`src/rtl/tamagotchi_pkg.sv`:
```
`default_nettype none
// ============================================================================
// tamagotchi_pkg : estado encodings and saturating stat arithmetic
// Rev 1.0
// ============================================================================
package tamagotchi_pkg;

  localparam logic [7:0] STAT_MAX = 8'd100;

  // One-hot encodings are shared with the image controller.
  typedef enum logic [3:0] {
    IDLE       = 4'b0000,
    DORMINDO   = 4'b0001,
    COMENDO    = 4'b0010,
    DANDO_AULA = 4'b0100,
    MORTO      = 4'b1000
  } estado_t;

  function automatic logic [7:0] sat_add(input logic [7:0] a, input logic [7:0] b);
    logic [8:0] sum;
    sum = {1'b0, a} + {1'b0, b};
    return (sum > {1'b0, STAT_MAX}) ? STAT_MAX : sum[7:0];
  endfunction

  function automatic logic [7:0] sat_sub(input logic [7:0] a, input logic [7:0] b);
    return (a > b) ? (a - b) : 8'd0;
  endfunction

endpackage
`default_nettype wire

```
`src/rtl/controlador_estados_if.sv`:
```
`default_nettype none
// ============================================================================
// controlador_estados_if : button pulses in, pet state and stats out
// Rev 1.0
// ============================================================================
interface controlador_estados_if;

  logic       btn_comer;
  logic       btn_dormir;
  logic       btn_aula;
  logic [3:0] estado;
  logic [7:0] felicidade;
  logic [7:0] fome;
  logic [7:0] sono;
  logic       tick;

  // master: button front-end / display side; slave: the state controller
  modport master (
    output btn_comer, btn_dormir, btn_aula,
    input  estado, felicidade, fome, sono, tick
  );

  modport slave (
    input  btn_comer, btn_dormir, btn_aula,
    output estado, felicidade, fome, sono, tick
  );

endinterface
`default_nettype wire

```
`src/rtl/controlador_estados_gerador_tick.sv`:
```
`default_nettype none
// ============================================================================
// gerador_tick : registered one-cycle pulse every TICK_CYCLES clocks
// Rev 1.0
// ============================================================================
module gerador_tick #(
  parameter int TICK_CYCLES = 12_000_000
) (
  input  logic clk,
  input  logic reset,
  output logic tick
);

  localparam int                CNT_W    = $clog2(TICK_CYCLES);
  localparam logic [CNT_W-1:0]  CNT_LAST = CNT_W'(TICK_CYCLES - 1);

  logic [CNT_W-1:0] count_q, count_d;
  logic             tick_q, tick_d;

  // The pulse lands the cycle after the counter sits at its last value.
  always_comb begin
    tick_d  = (count_q == CNT_LAST);
    count_d = tick_d ? '0 : count_q + CNT_W'(1);
  end

  always_ff @(posedge clk) begin
    if (reset) begin
      count_q <= '0;
      tick_q  <= 1'b0;
    end else begin
      count_q <= count_d;
      tick_q  <= tick_d;
    end
  end

  assign tick = tick_q;

endmodule
`default_nettype wire

```
`src/rtl/controlador_estados.sv`:
```
`default_nettype none
// ============================================================================
// controlador_estados : pet game-state scheduler (stats, estado, death)
// Rev 1.0
// ============================================================================
module controlador_estados
  import tamagotchi_pkg::*;
#(
  parameter int TICK_CYCLES   = 12_000_000,
  parameter int INIT_STAT     = 50,
  parameter int COMENDO_TICKS = 8,
  parameter int AULA_TICKS    = 7,
  parameter int GANHO_FOME    = 5,
  parameter int GANHO_SONO    = 4,
  parameter int GANHO_FELIC   = 6
) (
  input  logic                   clk,
  input  logic                   reset,
  controlador_estados_if.slave   bus
);

  localparam int DUR_MAX = (COMENDO_TICKS > AULA_TICKS) ? COMENDO_TICKS : AULA_TICKS;
  localparam int DUR_W   = $clog2(DUR_MAX + 1);

  localparam logic [DUR_W-1:0] COMENDO_LAST = DUR_W'(COMENDO_TICKS);
  localparam logic [DUR_W-1:0] AULA_LAST    = DUR_W'(AULA_TICKS);
  localparam logic [7:0]       STAT_INIT    = 8'(INIT_STAT);
  localparam logic [7:0]       INC_FOME     = 8'(GANHO_FOME);
  localparam logic [7:0]       INC_SONO     = 8'(GANHO_SONO);
  localparam logic [7:0]       INC_FELIC    = 8'(GANHO_FELIC);

  logic tick;

  gerador_tick #(
    .TICK_CYCLES (TICK_CYCLES)
  ) u_gerador_tick (
    .clk   (clk),
    .reset (reset),
    .tick  (tick)
  );

  estado_t          estado_q, estado_d;
  logic [7:0]       felic_q, felic_d;
  logic [7:0]       fome_q, fome_d;
  logic [7:0]       sono_q, sono_d;
  logic [DUR_W-1:0] dur_q, dur_d;
  logic [DUR_W-1:0] dur_inc;

  always_comb begin
    felic_d  = felic_q;
    fome_d   = fome_q;
    sono_d   = sono_q;
    estado_d = estado_q;
    dur_d    = dur_q;
    dur_inc  = dur_q + DUR_W'(1);

    // Stat update follows the rule of the state the tick arrives in.
    if (tick) begin
      unique case (estado_q)
        IDLE: begin
          fome_d  = sat_sub(fome_q, 8'd1);
          sono_d  = sat_sub(sono_q, 8'd1);
          felic_d = sat_sub(felic_q, 8'd1);
        end
        COMENDO: begin
          fome_d  = sat_add(fome_q, INC_FOME);
          felic_d = sat_add(felic_q, 8'd1);
        end
        DORMINDO: begin
          sono_d  = sat_add(sono_q, INC_SONO);
          fome_d  = sat_sub(fome_q, 8'd1);
        end
        DANDO_AULA: begin
          felic_d = sat_add(felic_q, INC_FELIC);
          fome_d  = sat_sub(fome_q, 8'd2);
          sono_d  = sat_sub(sono_q, 8'd2);
        end
        default: ;
      endcase
    end

    if (estado_q != MORTO) begin
      if (tick && (fome_d == 8'd0 || sono_d == 8'd0)) begin
        estado_d = MORTO;
      end else begin
        unique case (estado_q)
          IDLE: begin
            if (bus.btn_comer)       estado_d = COMENDO;
            else if (bus.btn_dormir) estado_d = DORMINDO;
            else if (bus.btn_aula)   estado_d = DANDO_AULA;
          end
          COMENDO: begin
            if (tick) begin
              dur_d = dur_inc;
              if (dur_inc == COMENDO_LAST) estado_d = IDLE;
            end
          end
          DANDO_AULA: begin
            if (tick) begin
              dur_d = dur_inc;
              if (dur_inc == AULA_LAST) estado_d = IDLE;
            end
          end
          DORMINDO: begin
            if ((tick && sono_d == STAT_MAX) || bus.btn_dormir) estado_d = IDLE;
          end
          default: estado_d = IDLE;
        endcase
      end
    end

    if (estado_d != estado_q) dur_d = '0;
  end

  always_ff @(posedge clk) begin
    if (reset) begin
      estado_q <= IDLE;
      felic_q  <= STAT_INIT;
      fome_q   <= STAT_INIT;
      sono_q   <= STAT_INIT;
      dur_q    <= '0;
    end else begin
      estado_q <= estado_d;
      felic_q  <= felic_d;
      fome_q   <= fome_d;
      sono_q   <= sono_d;
      dur_q    <= dur_d;
    end
  end

  assign bus.estado     = estado_q;
  assign bus.felicidade = felic_q;
  assign bus.fome       = fome_q;
  assign bus.sono       = sono_q;
  assign bus.tick       = tick;

endmodule
`default_nettype wire

```
`src/flat_wrapper.sv`:
```
// flat-port wrapper written by rule: the top's interface ports become plain ports
module controlador_estados_flat import tamagotchi_pkg::*;
#(
  parameter int TICK_CYCLES   = 12_000_000,
  parameter int INIT_STAT     = 50,
  parameter int COMENDO_TICKS = 8,
  parameter int AULA_TICKS    = 7,
  parameter int GANHO_FOME    = 5,
  parameter int GANHO_SONO    = 4,
  parameter int GANHO_FELIC   = 6
)
  (clk, reset, bus_btn_comer, bus_btn_dormir, bus_btn_aula, bus_estado, bus_felicidade, bus_fome, bus_sono, bus_tick);
  controlador_estados_if bus_i ();
  input  logic clk;
  input  logic reset;
  input wire logic [$bits(bus_i.btn_comer)-1:0] bus_btn_comer;
  input wire logic [$bits(bus_i.btn_dormir)-1:0] bus_btn_dormir;
  input wire logic [$bits(bus_i.btn_aula)-1:0] bus_btn_aula;
  output wire logic [$bits(bus_i.estado)-1:0] bus_estado;
  output wire logic [$bits(bus_i.felicidade)-1:0] bus_felicidade;
  output wire logic [$bits(bus_i.fome)-1:0] bus_fome;
  output wire logic [$bits(bus_i.sono)-1:0] bus_sono;
  output wire logic [$bits(bus_i.tick)-1:0] bus_tick;
  assign bus_i.btn_comer = bus_btn_comer;
  assign bus_i.btn_dormir = bus_btn_dormir;
  assign bus_i.btn_aula = bus_btn_aula;
  assign bus_estado = bus_i.estado;
  assign bus_felicidade = bus_i.felicidade;
  assign bus_fome = bus_i.fome;
  assign bus_sono = bus_i.sono;
  assign bus_tick = bus_i.tick;
  controlador_estados #(.TICK_CYCLES(TICK_CYCLES), .INIT_STAT(INIT_STAT), .COMENDO_TICKS(COMENDO_TICKS), .AULA_TICKS(AULA_TICKS), .GANHO_FOME(GANHO_FOME), .GANHO_SONO(GANHO_SONO), .GANHO_FELIC(GANHO_FELIC)) u_core (.clk(clk), .reset(reset), .bus(bus_i));
endmodule
```
`config.mk`:
```
export PLATFORM = sky130hd
export DESIGN_NAME = controlador_estados_flat
export DESIGN_NICKNAME = d
export VERILOG_FILES = /design/src/rtl/tamagotchi_pkg.sv /design/src/rtl/controlador_estados_if.sv /design/src/rtl/controlador_estados_gerador_tick.sv /design/src/rtl/controlador_estados.sv /design/src/flat_wrapper.sv
export SDC_FILE = /design/constraint.sdc
export NUM_CORES = 1
export LEC_CHECK = 0
export CAP_MARGIN = 10
export CORE_MARGIN = 3
export CORE_UTILIZATION = 54
export CTS_CLUSTER_SIZE = 20
export DETAILED_ROUTE_END_ITERATION = 8
export PLACE_DENSITY = 0.77
export REMOVE_ABC_BUFFERS = 1
export SETUP_SLACK_MARGIN = 0.02
export SYNTH_ARGS = -nofsm -noshare
export SYNTH_HDL_FRONTEND = slang
export SYNTH_SLANG_ARGS = --single-unit
export TNS_END_PERCENT = 100
```
`constraint.sdc`:
```
create_clock -name clk -period 9.75 [get_ports clk]
set_input_delay 1.4625 -clock clk [delete_from_list [all_inputs] [get_ports clk]]
set_output_delay 1.4625 -clock clk [all_outputs]
set_load 0.03 [all_outputs]
```
==> flow_metrics.py, run 1 <==
metrics = {
    "synth": {
        "synth_edf_count": 0,
        "avgSynthCellArea_um2": 7.48,
        "synthCells": 647,
        "synth_most_common_cell": "nor2_1",
        "synth_top_area_frac": 0.236,
        "yosys_register_bits": 57,
        "synth.distinct_cells": 79,
        "synth.top_cells.by_area": "dfxtp_1 (24%), ha_1 (7.2%), nor2_1 (5.6%), xnor2_1 (4.2%), nand2_1 (4.0%)",
        "yosysSeqAreaShare": 0.236,
        "synth_flop_cell": "dfxtp_1",
        "synth_common_cells": "nor2_1 (72), dfxtp_1 (57), nand2_1 (52), o21ai_0 (34), a21oi_1 (31)",
        "synth_area_mm2": 0.00484,
        "synth_area_leader_cell": "dfxtp_1",
        "yosysWarnings": 0,
        "async_reset_ff_frac": 0,
    },
    "min_path": {
        "hold_class": "reg2reg",
    },
    "routing": {
        "ant_nets": 0,
        "initialDrtViolationCount": 383,
        "vias": 5005,
        "drc_errors": 0,
        "via_per_inst": 6.53,
        "wl_per_cell_um": 16.9,
        "dr.pass1.iters": 5,
        "drt-total-wl_um": 12900,
    },
    "clock_tree": {
        "clk_latency_ps": 350,
        "htreeDepth": 3,
        "cts_resized": 0,
        "cts_tree": "done",
        "hold_buffers": 0,
        "clk_path_buf_depth": 2,
        "path_clk_slew_ps": 70,
        "root_buffer": "clkbuf_8",
        "clock_sinks": 57,
        "numCtsBuffers": 9,
        "cts_setup_buffers": 0,
    },
    "critical_path": {
        "critPathMaxFanout": 9,
        "max_stage_delay_ps": 500,
        "cp.required_ps": 10010,
        "cp_top_family": "compound AO/OA/AOI/OAI gates",
        "path_class": "reg2reg",
        "crit_chain": "inv_1 > ha_1 > a21boi_0 > o21ai_0 > nand2_1 > a2111oi_0 > a2111oi_2 > nand3_1 > nor3_1 > nor4_1 > nand4b_4 > a211oi_2",
        "startpoint_type": "register",
        "endpoint_kind": "register",
        "critical_path_arrival_ps": 4010,
        "crit_path_top_delay_cell": "a2111oi_2",
        "cp_num_buf_inv": 1,
    },
    "global_routing": {
        "grt-busiest-layer": "met2",
        "grt_first_pass_wirelength_um": 21600,
        "grt.total_usage": 0.257,
        "gr-usage-met3": 0.0388,
        "grt_start_max_net_pins": 24,
        "antenna_found_initial": 0,
        "gr-usage-met2": 0.420,
        "grt.overflow.total": 0,
        "met1_usage": 0.342,
        "grt_pass1_vias": 4563,
    },
    "floorplanning": {
        "die_h_um": 101,
        "dieArea_mm2": 0.0101,
        "fp-row-count": 33,
        "start_util": 0.572,
        "io_pins": 34,
        "fp.dieW_um": 101,
        "core_mm2": 0.00846,
    },
    "power_and_ir_drop": {
        "p_leak_nw": 1.83,
        "vdd_ir_drop_max_v": 0.0000990,
        "p_per_area_mw_per_mm2": 97.4,
    },
    "sta": {
        "final-max-slew-violation-count": 0,
        "worst_pin_slew_ps": 976,
        "fin_crit_ps": 3740,
        "finalSetupViolCount": 0,
        "whs_ps": 474,
        "finClkSkew_ps": 15.2,
        "fmax_mhz": 267,
        "rsz0062_at_grt": "no",
        "setup_tns_ps": 0,
        "hold_viol": 0,
        "fin_crit_sh": 0.384,
        "maxSlewHeadroom": 0.347,
    },
    "flow_run": {
        "cap_viol_max_count": 0,
    },
    "placement": {
        "io_buffers": 33,
        "dpl.hpwl_um": 9250,
        "gp_congestion": 0.968,
    },
    "layout": {
        "syn2layout_area_growth_pct": 10.8,
        "drive_gt1_frac": 0.0574,
        "n_antenna_cell": 0,
        "fin_nets": 690,
    },
    "status": {
        "status": "finished clean",
    },
}
==> metal layers <==
| layer | up-vias | routed length [µm] |
|---|---|---|
| li1 | 2402 | - |
| met1 | 2357 | 5670 |
| met2 | 218 | 5990 |
| met3 | 28 | 965 |
| met4 | 0 | 322 |
| met5 | - | 0 |
==> report_power, final <==
group,switching [mW],internal (mW),total [mW]
logic,0.0380,0.0217,0.0597
registers,0.00585,0.235,0.241
clock network,0.104,0.119,0.222
==> path summary, 6_finish.rpt <==
check	from	to	slack (ps)	cells past startpoint
min reg2reg	u_core.u_gerador_tick.count_q[0]$_SDFF_PP0_	u_core.u_gerador_tick.count_q[0]$_SDFF_PP0_	470	1
max	u_core.bus.sono[2]$_SDFF_PP0_	u_core.dur_q[1]$_SDFFE_PP0P_	6010	12
max reg2reg	u_core.bus.sono[2]$_SDFF_PP0_	u_core.dur_q[1]$_SDFFE_PP0P_	6010	12
min	u_core.u_gerador_tick.count_q[0]$_SDFF_PP0_	u_core.u_gerador_tick.count_q[0]$_SDFF_PP0_	470	1
==> registers in the layout (all words and copies together), names as in the netlist <==
| name | flops |
|---|---|
| u_core.u_gerador_tick.count_q | 24 |
| u_core.bus.sono | 8 |
| u_core.u_gerador_tick.tick | 1 |
| u_core.bus.estado | 4 |
| u_core.bus.fome | 8 |
| u_core.bus.felicidade | 8 |
| u_core.dur_q | 4 |
==> cell usage in the layout (no fill, tap or decap), drive strengths merged, types with 6 or more instances in the layout <==
master / synthesis / layout
nor2: 72 / 72
dfxtp: 57 / 57
nand2: 52 / 52
o21ai: 35 / 35
clkdlybuf4s50: 0 / 33
a21oi: 31 / 31
nand3: 28 / 28
ha: 28 / 28
inv: 27 / 28
nor3: 27 / 27
xnor2: 23 / 23
xor2: 19 / 19
and2: 15 / 15
nand4: 14 / 14
and3: 12 / 12
nand2b: 12 / 12
o211ai: 12 / 12
a211oi: 10 / 10
a31oi: 10 / 10
clkbuf: 30 / 10
or3: 9 / 9
nor4: 9 / 9
o22ai: 8 / 8
o31ai: 8 / 8
or4: 6 / 6
a2111oi: 6 / 6
==> metrics by stage <==
stage               std cells  worst slack [ps]  total power [mW]   util  area (µm²)
floorplan                 611              6380             0.286      -        4690
global placement          751              6180             0.304  0.611        5170
detailed placement        751              6070             0.304  0.611        5170
CTS                       767              6080             0.526  0.634        5360
global route              767              5700             0.541  0.634        5360
finish                    767              6010             0.523  0.634        5360
==> kinds of logic (layout without fill, tap and decap cells) <==
kind of cell | after synthesis | count (layout) | synth area share
multiplexers | 2 | 2 | 0.00414
AO/OA/AOI/OAI | 174 | 174 | 0.253
AND/OR/NAND/NOR | 280 | 280 | 0.305
flip-flops | 57 | 57 | 0.236
adder cells (fa/ha/maj) | 29 | 29 | 0.0745
XOR/XNOR | 42 | 42 | 0.0760
buffers and inverters | 63 | 78 | 0.0514
==> final cells by class <==
class / instances / area [µm²]
clock inverters: 6 / 67.6
inverters: 27 / 101
fillers: 790 / 3100
repair buffers: 35 / 345
multi-input cells: 527 / 3450
clock buffers: 10 / 128
flip-flops and latches: 57 / 1140
well taps: 105 / 131
Note: power is estimated with default switching activity, not from simulation.
==> run 2: changes to the inputs <==
- clock period: 9.75 -> 3.6 ns (I/O delays scaled with it)
==> run 2 against run 1 <==
  * Routed wire length grew 2.0%
  * Non-clock buffer count grew 21
  * First-iteration DRC count shrank 14%
  * Clock power grew to 2.6 times the previous value
  * Utilization grew 1.8 points
  * Critical path type unchanged
  * Die area is the same
  * Critical endpoint unchanged
==> flow_metrics.py, run 2 (synthesis results as in run 1) <==
metrics = {
    "sta": {
        "finClkSkew_ps": 12.7,
        "fmax_mhz": 297,
        "fin_crit_sh": 0.934,
        "finalSetupViolCount": 0,
        "fin_crit_ps": 3360,
        "setup_tns_ps": 0,
        "whs_ps": 488,
        "worst_pin_slew_ps": 692,
        "hold_viol": 0,
        "postLayoutSetupSlackWorst_ps": 238,
        "maxSlewHeadroom": 0.537,
        "rsz0062_at_grt": "no",
        "final-max-slew-violation-count": 0,
    },
    "clock_tree": {
        "cts_setup_buffers": 0,
        "clock_sinks": 57,
        "clk_latency_ps": 350,
        "htreeDepth": 3,
        "path_clk_slew_ps": 80,
        "hold_buffers": 0,
        "root_buffer": "clkbuf_8",
        "cts_tree": "done",
        "clk_path_buf_depth": 2,
        "numCtsBuffers": 9,
    },
    "layout": {
        "fin_nets": 711,
        "num-fill-cells": 766,
        "regMostFlops": "u_core.u_gerador_tick.count_q",
        "seq_area_mm2": 0.00114,
        "layout_common_cells": "nor2_1 (72), dfxtp_1 (57), nand2_1 (52)",
        "drive_gt1_frac": 0.0893,
        "n_antenna_cell": 0,
        "largest_reg_flops": 24,
        "syn2layout_area_growth_pct": 14.1,
        "final_common_cell": "nor2_1",
        "multiInputGateArea_mm2": 0.00346,
        "stdcell_area_mm2": 0.00552,
    },
    "placement": {
        "place_worst_setup_slack_ps": 249,
        "dpl.hpwl_um": 9640,
        "io_buffers": 33,
        "placed_area_mm2": 0.00533,
        "gp_congestion": 0.992,
    },
    "floorplanning": {
        "fp-row-count": 33,
        "die_h_um": 101,
        "dieArea_mm2": 0.0101,
        "io_pins": 34,
        "core_mm2": 0.00846,
        "start_util": 0.572,
        "fp.dieW_um": 101,
    },
    "routing": {
        "initialDrtViolationCount": 330,
        "drc_errors": 0,
        "wl_per_cell_um": 16.8,
        "vias": 5084,
        "ant_nets": 0,
        "dr.pass1.iters": 5,
        "drt-total-wl_um": 13200,
        "via_per_inst": 6.45,
    },
    "critical_path": {
        "cp-startpoint": "u_core.bus.fome[1]$_SDFF_PP1_",
        "worstReg2RegStart": "u_core.bus.fome[1]$_SDFF_PP1_",
        "cp.required_ps": 3880,
        "startpoint_type": "register",
        "crit_chain": "buf_4 > inv_1 > ha_1 > nor2_1 > o31a_1 > a21oi_1 > o31ai_1 > a2111oi_2 > o211ai_2 > nor4_4 > a211oi_1 > nand4b_4 > a211oi_2",
        "endpoint_kind": "register",
        "reg2regPathDepth": 13,
        "path_class": "reg2reg",
        "critical_path_arrival_ps": 3640,
        "critPathMaxFanout": 10,
        "crit_path_top_delay_cell": "a211oi_1",
        "max_stage_delay_ps": 430,
    },
    "min_path": {
        "hold_class": "reg2reg",
        "min-delay-start": "u_core.u_gerador_tick.count_q[0]$_SDFF_PP0_",
        "hold-path-cell-count": 1,
    },
    "flow_run": {
        "cap_viol_max_count": 0,
    },
    "power_and_ir_drop": {
        "p_leak_nw": 1.93,
        "vdd_ir_drop_max_v": 0.000221,
        "p_per_area_mw_per_mm2": 256,
    },
    "global_routing": {
        "antenna_found_initial": 0,
        "grt_pass1_vias": 4906,
        "grt.overflow.total": 0,
        "grt_start_max_net_pins": 24,
        "grt.total_usage": 0.267,
        "grt_first_pass_wirelength_um": 22400,
    },
    "status": {
        "status": "finished clean",
    },
}
==> run 2: cell types whose count changed in the layout (fill, tap and decap cells not counted) <==
cell       before  now
clkbuf_1        1    0
o311ai_2        0    1
a2111oi_1       0    1
buf_4           2   23
a2111oi_0       4    3
clkinv_2        1    0
inv_6           1    3
bufinv_16       1    0
o311ai_1        1    0
inv_8           0    1
==> run 2: final timing paths <==
path / to / slack, ps
max: u_core.dur_q[1]$_SDFFE_PP0P_ / 240
min: u_core.u_gerador_tick.count_q[0]$_SDFF_PP0_ / 490
max reg2reg: u_core.dur_q[1]$_SDFFE_PP0P_ / 240
min reg2reg: u_core.u_gerador_tick.count_q[0]$_SDFF_PP0_ / 490
==> run 2: final cells by class <==
type,count,share of cell area
Inverter,27,0.0184
Timing Repair Buffer,56,0.0911
Tap cell,105,0.0238
Multi-Input combinational cell,527,0.626
Clock buffer,9,0.0224
Clock inverter,7,0.0111
Sequential cell,57,0.207
==> run 2: timing repair <==
action,4_1_cts,5_1_grt
resized for setup,0,2
hold endpoints to repair,0,0
setup endpoints to repair,0,1
==> run 2: through the flow <==
step	total power, mW	instances	util
CTS	1.42	788	0.651
detailed placement	0.839	772	0.629
global route	1.46	788	0.652
global placement	0.837	772	0.629
floorplan	0.775	611	-
finish	1.41	788	0.652
==> run 2: per-layer routing <==
| layer | vias up | global-route usage | part of all wire |
|---|---|---|---|
| met4 | 0 | 0.0964 | 0.025 |
| li1 | 2438 | - | - |
| met1 | 2369 | 0.342 | 0.42 |
| met5 | - | 0 | 0 |
| met2 | 232 | 0.438 | 0.47 |
| met3 | 45 | 0.0616 | 0.086 |
==> run 2: power breakdown <==
part / internal (mW) / leakage [nW] / switching [mW] / total (mW)
clock network: 0.262 / 0.0888 / 0.318 / 0.580
logic: 0.0691 / 1.38 / 0.115 / 0.184
registers: 0.636 / 0.460 / 0.0107 / 0.646
==> run 2: worst max-delay path: cells and delay by family, from the launching register on <==
kind            cells  cell delay (ps)
compound gates      7             1800
simple gates        3              520
buf+inv             2              340
fa+ha+maj           1              230
flops               1              390
